[config.mk]
export PLATFORM = sky130hd
export DESIGN_NAME = conv_result_writer
export DESIGN_NICKNAME = d
export VERILOG_FILES = /design/src/rtl/conv_result_writer.sv
export SDC_FILE = /design/constraint.sdc
export NUM_CORES = 1
export LEC_CHECK = 0
export BUFFER_PORTS_ARGS = -buffer_cell sky130_fd_sc_hd__buf_4
export CAP_MARGIN = 20
export CORE_ASPECT_RATIO = 0.5
export CORE_MARGIN = 2
export CORE_UTILIZATION = 50
export DETAILED_ROUTE_END_ITERATION = 8
export PLACE_DENSITY_LB_ADDON = 0.3
export SLEW_MARGIN = 0
export SYNTH_ARGS = -nofsm -noshare
export SYNTH_HDL_FRONTEND = slang
export SYNTH_SLANG_ARGS = --single-unit
[constraint.sdc]
create_clock -name clk -period 9.8 [get_ports clk]
set_clock_uncertainty 0.15 [all_clocks]
set_input_delay 0.98 -clock clk [delete_from_list [all_inputs] [get_ports clk]]
set_output_delay 0.98 -clock clk [all_outputs]
set_load 0.01 [all_outputs]
[src/rtl/conv_result_writer.sv]
// Result writer behind the MAC engine: buffers accumulator results in a small FIFO,
// requantises them to OUT_W bits and streams them into the output-feature RAM.
module conv_result_writer #(
  parameter int ACC_W      = 24,
  parameter int OUT_W      = 8,
  parameter int ADDR_W     = 10,
  parameter int FIFO_DEPTH = 4,
  parameter int SHIFT_W    = 5
) (
  input  logic                     clk,
  input  logic                     rst_n,
  input  logic                     start,
  input  logic [ADDR_W-1:0]        out_base,
  input  logic [ADDR_W-1:0]        out_count,
  input  logic [SHIFT_W-1:0]       shift,
  input  logic                     relu_en,
  input  logic                     calc_valid,
  input  logic signed [ACC_W-1:0]  calc_data,
  input  logic                     o_ready,
  output logic                     o_we,
  output logic [ADDR_W-1:0]        o_addr,
  output logic signed [OUT_W-1:0]  o_data,
  output logic                     busy,
  output logic                     fifo_full,
  output logic                     frame_done,
  output logic                     overflow
);

  localparam int XW    = ACC_W + 1;
  localparam int PTR_W = (FIFO_DEPTH > 1) ? $clog2(FIFO_DEPTH) : 1;
  localparam int FW    = PTR_W + 1;

  localparam logic signed [XW-1:0] SAT_MAX = XW'((1 << (OUT_W - 1)) - 1);
  localparam logic signed [XW-1:0] SAT_MIN = XW'(-(1 << (OUT_W - 1)));

  typedef enum logic [1:0] {IDLE, RUN, DONE} state_t;

  state_t                    state_q;
  logic [ADDR_W-1:0]         base_q;
  logic [ADDR_W-1:0]         count_q;
  logic [SHIFT_W-1:0]        shift_q;
  logic                      relu_q;
  logic [ADDR_W-1:0]         wr_idx_q;
  logic [ADDR_W-1:0]         wr_idx_d;

  logic signed [ACC_W-1:0]   mem [FIFO_DEPTH];
  logic [PTR_W-1:0]          wr_ptr_q;
  logic [PTR_W-1:0]          rd_ptr_q;
  logic [FW-1:0]             fcnt_q;

  logic                      o_we_q;
  logic [ADDR_W-1:0]         o_addr_q;
  logic signed [OUT_W-1:0]   o_data_q;
  logic                      busy_q;
  logic                      frame_done_q;
  logic                      overflow_q;

  logic run, start_ok, wr_done, last_wr, fifo_empty, full, pop, push, drop;

  function automatic logic signed [OUT_W-1:0] saturate(input logic signed [XW-1:0] x);
    if (x > SAT_MAX)      return OUT_W'(SAT_MAX);
    else if (x < SAT_MIN) return OUT_W'(SAT_MIN);
    else                  return OUT_W'(x);
  endfunction

  // ReLU, round-half-up, arithmetic shift; one guard bit keeps the rounding add from wrapping.
  function automatic logic signed [OUT_W-1:0] requant(input logic signed [ACC_W-1:0] d,
                                                      input logic                    relu,
                                                      input logic [SHIFT_W-1:0]      sh);
    logic signed [XW-1:0] x;
    logic signed [XW-1:0] rnd;
    x = XW'(d);
    if (relu && (x < 0)) x = '0;
    rnd = '0;
    if (sh != '0) rnd = XW'(1) << (sh - 1'b1);
    x = (x + rnd) >>> sh;
    return saturate(x);
  endfunction

  always_comb begin
    run        = (state_q == RUN);
    start_ok   = start && !run;
    fifo_empty = (fcnt_q == '0);
    full       = (fcnt_q == FW'(FIFO_DEPTH));
    wr_done    = o_we_q && o_ready;
    last_wr    = wr_done && (wr_idx_q == count_q - 1'b1);
    pop        = run && !fifo_empty && (!o_we_q || o_ready) && !last_wr;
    push       = run && calc_valid && (!full || pop);
    drop       = run && calc_valid && full && !pop && !last_wr;
    wr_idx_d   = wr_idx_q + {{(ADDR_W-1){1'b0}}, wr_done};
  end

  // Stage p0: result FIFO storage
  always_ff @(posedge clk) begin
    if (push) mem[wr_ptr_q] <= calc_data;
  end

  // Stage p1: requantised result held at the RAM write port
  always_ff @(posedge clk or negedge rst_n) begin
    if (!rst_n) begin
      state_q      <= IDLE;
      base_q       <= '0;
      count_q      <= '0;
      shift_q      <= '0;
      relu_q       <= 1'b0;
      wr_idx_q     <= '0;
      wr_ptr_q     <= '0;
      rd_ptr_q     <= '0;
      fcnt_q       <= '0;
      o_we_q       <= 1'b0;
      o_addr_q     <= '0;
      o_data_q     <= '0;
      busy_q       <= 1'b0;
      frame_done_q <= 1'b0;
      overflow_q   <= 1'b0;
    end else begin
      frame_done_q <= 1'b0;
      if (start_ok) begin
        base_q     <= out_base;
        count_q    <= out_count;
        shift_q    <= shift;
        relu_q     <= relu_en;
        wr_idx_q   <= '0;
        wr_ptr_q   <= '0;
        rd_ptr_q   <= '0;
        fcnt_q     <= '0;
        o_we_q     <= 1'b0;
        overflow_q <= 1'b0;
        if (out_count == '0) begin
          state_q      <= DONE;
          busy_q       <= 1'b0;
          frame_done_q <= 1'b1;
        end else begin
          state_q <= RUN;
          busy_q  <= 1'b1;
        end
      end else if (run) begin
        if (drop) overflow_q <= 1'b1;
        if (last_wr) begin
          state_q      <= DONE;
          busy_q       <= 1'b0;
          frame_done_q <= 1'b1;
          o_we_q       <= 1'b0;
          wr_idx_q     <= wr_idx_d;
          wr_ptr_q     <= '0;
          rd_ptr_q     <= '0;
          fcnt_q       <= '0;
        end else begin
          wr_idx_q <= wr_idx_d;
          if (push) wr_ptr_q <= wr_ptr_q + 1'b1;
          if (pop)  rd_ptr_q <= rd_ptr_q + 1'b1;
          if (push && !pop)      fcnt_q <= fcnt_q + 1'b1;
          else if (pop && !push) fcnt_q <= fcnt_q - 1'b1;
          if (pop) begin
            o_we_q   <= 1'b1;
            o_addr_q <= base_q + wr_idx_d;
            o_data_q <= requant(mem[rd_ptr_q], relu_q, shift_q);
          end else if (wr_done) begin
            o_we_q <= 1'b0;
          end
        end
      end
    end
  end

  assign o_we       = o_we_q;
  assign o_addr     = o_addr_q;
  assign o_data     = o_data_q;
  assign busy       = busy_q;
  assign fifo_full  = full;
  assign frame_done = frame_done_q;
  assign overflow   = overflow_q;

endmodule
After elaboration in Yosys (flattened, before gate mapping). Memory sizes are Yosys's and may differ from the RTL's. Cells that the tools add are included.

Register bits after elaboration: 67. Latch bits: 0. RAM bits: 96. Memory bits (read-only): 0. Input bits: 55. Output and inout port bits: 23. Word-level logic and storage cells: 124. Memories: 1.

Memories: mem (depth 4, bits a word 24, rd ports 1, clocked after Yosys merged registers in 0, write ports 1, RTL line 46) `logic signed [ACC_W-1:0] mem [FIFO_DEPTH];`.

Add/sub/neg operators: 9. Multipliers: 0. Div/mod/pow operators: 0. $lt $le $gt $ge: 3. Equality and inequality tests: 3. Shifts and indexed selects: 2. Multiplexer cells: 49. Bitwise gates (word level): 2. Reduce and logical (&&, ||, !) cells: 40.

Operators with widths (count): two-way mux 25 bit (10); adder 25 bit (1); > comparator 25 x 8 -> 1 bit (second input constant) (1); < comparator 25 x 8 -> 1 bit (second input constant) (1); left shift 1 x 5 -> 25 bit (first input constant) (1); >>> shifter 25 x 5 -> 25 bit (1); < comparator 24 x 1 -> 1 bit (second input constant) (1); two-way mux 2 bit (12); two-way mux 10 bit (2); two-way mux 1 bit (18); two-way mux 8 bit (2); two-way mux 3 bit (5); logical AND 1 bit (14); AND reduction 2 bit (6); adder 10 x 1 -> 10 bit (1); adder 10 bit (1); equality test 10 bit (1); zero test 10 bit (1); subtractor 10 x 1 -> 10 bit (second input constant) (1); nonzero test 4 bit (2); zero test 1 bit (7); nonzero test 2 bit (3); nonzero test 3 bit (2); nonzero test 5 bit (1); 10 further kinds (13).

Longest topological paths before layout.
Depth in word-level cells: 14. Depth in mapped cells: 21. Gate-level depth less buffers: 18.

Worst setup path after synthesis. Ideal clock, no wire load.

Path kind: register -> register. Start point: register rd_ptr_q[0]. End point: register o_data_q[0] (netlist: o_data[0]). Library setup time: 0.148 ns. Data arrival time: 5.124 ns. Data required time: 9.502 ns. Slack: 4.378 ns. Cell stages (with the launch flop): 20. Buffers on the path: 4. Clock period less this slack: 5.422 ns. Cells stage by stage: dfrtp_1 -> buf_1 -> buf_1 -> mux4_2 -> nor2b_1 -> ha_1 -> buf_2 -> and3_1 -> and2_1 -> a22o_1 -> buf_2 -> a211oi_2 -> xnor2_1 -> a2111oi_4 -> a221o_2 -> nand2_1 -> o32ai_1 -> a41oi_1 -> nor3_4 -> o32ai_1.

Word-level cells in the longest chain between the ends: 13. Elaborated cells on any way between the ends: 14. Classes of those cells: add/sub (1); order compare (3); shift (1); mux (7); reduce/logical (1); memory (1).

RTL lines: start, declared (RTL line 48) `logic [PTR_W-1:0] rd_ptr_q;`; start signal, assigned (RTL line 151) `if (pop) rd_ptr_q <= rd_ptr_q + 1'b1;`; memory (4 x 24 bit) (*); < comparator 24 x 1 -> 1 bit (RTL line 73) `if (relu && (x < 0)) x = '0;`; logical AND 1 bit (RTL line 73); two-way mux 25 bit (*) (RTL line 73); two-way mux 25 bit (*) (RTL line 154) `if (pop) begin`; two-way mux 25 bit (*) (RTL line 139) `if (last_wr) begin`; two-way mux 25 bit (*) (RTL line 137) `end else if (run) begin`; two-way mux 25 bit (*) (RTL line 118) `if (start_ok) begin`; adder 25 bit (*) (RTL line 76) `x = (x + rnd) >>> sh;`; >>> shifter 25 x 5 -> 25 bit (*) (RTL line 76); < comparator 25 x 8 -> 1 bit (RTL line 62) `else if (x < SAT_MIN) return OUT_W'(SAT_MIN);`; two-way mux 8 bit (RTL line 62); two-way mux 8 bit (*) (RTL line 61) `if (x > SAT_MAX) return OUT_W'(SAT_MAX);`; end signal, assigned (RTL line 157) `o_data_q <= requant(mem[rd_ptr_q], relu_q, shift_q);`; end, declared (RTL line 53) `logic signed [OUT_W-1:0] o_data_q;`.

Every way passes the cells marked *; elsewhere a longest branch is shown, timed or not. The select of a mux whose other input is x is not followed. A chain may end at the register's enable or synchronous reset.

Final worst setup path.
Start point: register rd_ptr_q[0]. End point: register o_data_q[3] (netlist: o_data[3]).

The elaborated chain is that of the path after synthesis.

==> results.md <==
- sky130_fd_sc_hd__edfxtp_1 — top_reg_cell synth
- 20.7 mm — HPWL reported at the end of detailed placement
- register — Crit. End Element
- 4.63% — met3 demand-to-capacity share in global routing
- 8732 — vias
- sky130_fd_sc_hd__nor2_1, sky130_fd_sc_hd__edfxtp_1, sky130_fd_sc_hd__buf_4 — most frequent cells in the layout
- 0.0114 mm2 — Placed Area
- 0 — # DRC
- reg2reg — path type of the worst setup path
- 31.1% — Slew HR
- 1900 uW — internal power
- 19 — worst-case reg-to-reg path depth
- 6 — drt first pass iters
- 0.0120 mm2 — Finished Cell Area
- 0 — final-report hold violation count
- 0.976 — weighted congestion at the end of routability-driven global placement
- 258 mW/mm2 — PD cells
- 36.8% — met1 Use GR
- 79 — Cell variety after synth
- 0.06 ns — Clock Pin Slew Worst Setup and Hold Paths
- 4 — H-tree levels
- 1.03 ns — Slew @ Worst Pin
- 1196 — number of nets in the layout
- 0 — Final setup violation count
- 210 um — Die X
- 1111 — iteration-0 DRC count of the detailed router
- 0.0106 mm2 — synthesized cell area
- 66.4% — Final Cycle Share
- 17 — Num CTS Buffers
- 45.2 mm — first-pass GRT wire length
- 162 — number of synthesized register bits
- 18.0% — layout cell share with drive strength beyond 1
- 0 — Post-CTS Hold Fix Bufs
- 67 — largest net degree at the start of global routing
- 6.51 ns — clock period minus worst slack
- 0 — quantity of gates resized following cts
- 20.6 um — wire length per cell after detailed routing
- 6.31 — Via density
- 162 — clock sink count
- 0 — number of slew-limit violations in the final report
- 0 — post-route antenna net violation count
- 8386 — vias in the first global route
- 0.00486 uW — static leakage
- 29 — maximum fanout along the worst path
- 30.2% — Reg power frac
- complete, no violations — status
- 0.0225 mm2 — Die Area
- met2 — Most Used Layer, Global Route
- 9.93 ns — required time of the critical path
- 40.7% — fraction of registers with async set/reset
- 96 — number of enable flip-flop cells after synthesis
- 1 — number of antenna violations at the first check in global routing
- sky130_fd_sc_hd__clkbuf_16 — CTS Root Buffer Type
- 38.8% — proportion of total power due to net switching
- register — CP Launch Type
- 1210 uW — total net switching power
- 0.43 ns — clock latency on the worst-skew pair
- 6.64 ns — Critical Path AT
- 107 um — vertical extent of the die
- done — clock tree from TritonCTS
- 47.6% — part of the total power dissipated in combinational logic
- 25.9% — Total Routing Usage GR
- 1145 — Post-Synthesis Net Count
- 78 — top-level I/O count
- 42.7% — post-synthesis sequential area ratio
- 51.3% — starting density of the core
- 0 — total of warnings raised by yosys
- 2 — clk buf depth
- 0.154 GHz — peak clock frequency supported by timing
- reg2reg — type of the tightest min-delay check
- 10.2 um2 — synthesized area per cell
- 13.1% — Layout Area Growth over Synthesis
- 40.8% — met2 demand-to-capacity share in global routing
- 0.000163 V — worst supply voltage drop on vdd
- no — unrepaired setup endpoints after global routing
- 0.0207 mm2 — area of the core region
- 37 — Cell Rows
- 0 — ant diodes
- 28.5 mm — routed wire length
- 0 — Congestion Overflow GR
- 0 — Post-CTS Repair Setup Buffers
- 0 ns — Total Negative Setup Slacks
- sky130_fd_sc_hd__nor2_1 — most common library cell in the layout ignoring fill and taps
- 22.2% — share of power burned in the clock network
- 1046 — instance count of the mapped netlist
- 77 — port buffer count
- 1 — Cells on Worst Hold Path
- 0 — number of max-capacitance violations reported
-- worst paths after layout --
| kind | endpoint | startpoint | slack [ns] |
|---|---|---|---|
| setup reg to reg | o_data[3]$_DFFE_PN0P_ | rd_ptr_q[0]$_DFFE_PN0P_ | 3.29 |
| hold / removal | o_data[7]$_DFFE_PN0P_ | o_data[7]$_DFFE_PN0P_ | 0.34 |
| hold reg to reg | o_data[7]$_DFFE_PN0P_ | o_data[7]$_DFFE_PN0P_ | 0.34 |
| max in group asynchronous | shift_q[1]$_DFFE_PN0P_ | rst_n | 8.45 |
| setup / recovery | o_data[3]$_DFFE_PN0P_ | rd_ptr_q[0]$_DFFE_PN0P_ | 3.29 |
| min in group asynchronous | o_addr[1]$_DFFE_PN0P_ | rst_n | 0.50 |
-- cells by family (layout without fill, tap and decap cells) --
| logic type | count (synthesis) | after routing | share of synthesized area (%) |
|---|---|---|---|
| mux | 81 | 81 | 11.3 |
| fa+ha+maj | 44 | 44 | 5.40 |
| buf+inv | 84 | 148 | 3.12 |
| simple gates | 354 | 354 | 16.0 |
| xor+xnor | 48 | 48 | 3.96 |
| flops | 162 | 162 | 42.7 |
| compound gates | 273 | 273 | 17.6 |
-- synth_stat cells (4+ instances only) --
library cell / instances / area (um2)
sky130_fd_sc_hd__xnor2_1: 31 / 272
sky130_fd_sc_hd__mux2_2: 38 / 428
sky130_fd_sc_hd__buf_2: 7 / 35.0
sky130_fd_sc_hd__buf_1: 4 / 15.0
sky130_fd_sc_hd__nor2b_1: 30 / 188
sky130_fd_sc_hd__edfxtp_1: 96 / 2880
sky130_fd_sc_hd__o221ai_1: 4 / 35.0
sky130_fd_sc_hd__o21ai_0: 43 / 215
sky130_fd_sc_hd__o211a_1: 4 / 40.0
sky130_fd_sc_hd__o21bai_1: 5 / 37.5
sky130_fd_sc_hd__nand4_1: 11 / 68.8
sky130_fd_sc_hd__ha_1: 41 / 513
sky130_fd_sc_hd__or3_1: 4 / 25.0
sky130_fd_sc_hd__nand3_1: 19 / 95.1
sky130_fd_sc_hd__nand2_1: 85 / 319
sky130_fd_sc_hd__nor2_1: 115 / 432
sky130_fd_sc_hd__a211o_1: 8 / 70.1
sky130_fd_sc_hd__nor4_1: 13 / 81.3
sky130_fd_sc_hd__nor3_1: 23 / 115
sky130_fd_sc_hd__clkbuf_1: 45 / 169
sky130_fd_sc_hd__a221oi_1: 4 / 35.0
sky130_fd_sc_hd__o22ai_1: 9 / 56.3
sky130_fd_sc_hd__dfrtp_1: 66 / 1650
sky130_fd_sc_hd__a211oi_1: 23 / 173
sky130_fd_sc_hd__and3_1: 9 / 56.3
sky130_fd_sc_hd__mux4_2: 27 / 608
sky130_fd_sc_hd__o21ai_1: 12 / 60.1
sky130_fd_sc_hd__o2111ai_1: 6 / 52.6
sky130_fd_sc_hd__inv_1: 24 / 90.1
sky130_fd_sc_hd__and2_1: 13 / 81.3
sky130_fd_sc_hd__or2_2: 6 / 37.5
sky130_fd_sc_hd__nand2b_1: 7 / 43.8
sky130_fd_sc_hd__o211ai_1: 11 / 82.6
sky130_fd_sc_hd__nand3b_1: 7 / 52.6
sky130_fd_sc_hd__a21o_1: 11 / 82.6
sky130_fd_sc_hd__a21oi_1: 67 / 335
sky130_fd_sc_hd__o32ai_1: 11 / 96.3
sky130_fd_sc_hd__o21a_1: 9 / 67.6
sky130_fd_sc_hd__mux2i_1: 16 / 160
sky130_fd_sc_hd__xor2_1: 17 / 149
sky130_fd_sc_hd__a31oi_1: 9 / 56.3
-- layer usage --
layer,vias to the layer above,wire [um]
met5,-,16
met4,2,537
met3,62,2360
met2,446,12900
met1,4180,12700
li1,4042,-
-- power groups by stage --
stage / clock (uW) / combinational [uW] / sequential, uW
floorplan: 0 / 1050 / 941
global placement: 0 / 1440 / 940
detailed placement: 0 / 1450 / 947
CTS: 698 / 1460 / 936
global route: 724 / 1610 / 951
finish: 689 / 1480 / 937
-- sequential cells by signal, summed over array words and instances (netlist names), 2 cells and up --
name / flops
mem: 96
base_q: 10
count_q: 10
o_addr: 10
wr_idx_q: 10
o_data: 8
shift_q: 5
fcnt_q: 3
rd_ptr_q: 2
wr_ptr_q: 2
-- per-stage QoR --
step / power [uW] / hold WS [ns] / utilization [%] / setup slack, ns / std cells
finish: 3110 / 0.340 / 58.1 / 3.29 / 1383
global route: 3280 / 0.359 / 58.1 / 2.90 / 1383
CTS: 3090 / 0.339 / 58.1 / 3.40 / 1383
detailed placement: 2390 / 0.322 / 55.1 / 3.38 / 1351
global placement: 2380 / 0.323 / 55.1 / 3.46 / 1351
floorplan: 1990 / 0.328 / - / 4.38 / 1046
-- critical path: stages (launching register included) --
cell and delay (ns):
sky130_fd_sc_hd__dfrtp_1 0.32, sky130_fd_sc_hd__buf_4 0.44, sky130_fd_sc_hd__mux4_2 0.58, sky130_fd_sc_hd__and2_1 0.42, sky130_fd_sc_hd__nor2b_1 0.22, sky130_fd_sc_hd__ha_1 0.22, sky130_fd_sc_hd__inv_1 0.07, sky130_fd_sc_hd__fa_1 0.41
sky130_fd_sc_hd__nand2b_1 0.20, sky130_fd_sc_hd__a21oi_1 0.21, sky130_fd_sc_hd__o2111ai_1 0.28, sky130_fd_sc_hd__a211oi_1 0.46, sky130_fd_sc_hd__nor3_1 0.15, sky130_fd_sc_hd__nor2_1 0.60, sky130_fd_sc_hd__o2bb2ai_1 0.12, sky130_fd_sc_hd__or4_1 0.56
sky130_fd_sc_hd__o2111ai_1 0.12, sky130_fd_sc_hd__nor4_1 0.08, sky130_fd_sc_hd__a31oi_1 0.55, sky130_fd_sc_hd__o32ai_1 0.20
-- final cells by class --
cell class / count / area, um2
clock buffers: 17 / 425
well taps: 273 / 342
multi-input cells: 800 / 5750
fillers: 1685 / 8680
flip-flops and latches: 162 / 4530
inverters: 27 / 101
clock inverters: 15 / 191
repair buffers: 89 / 668
(Power assumes the default switching activity.)
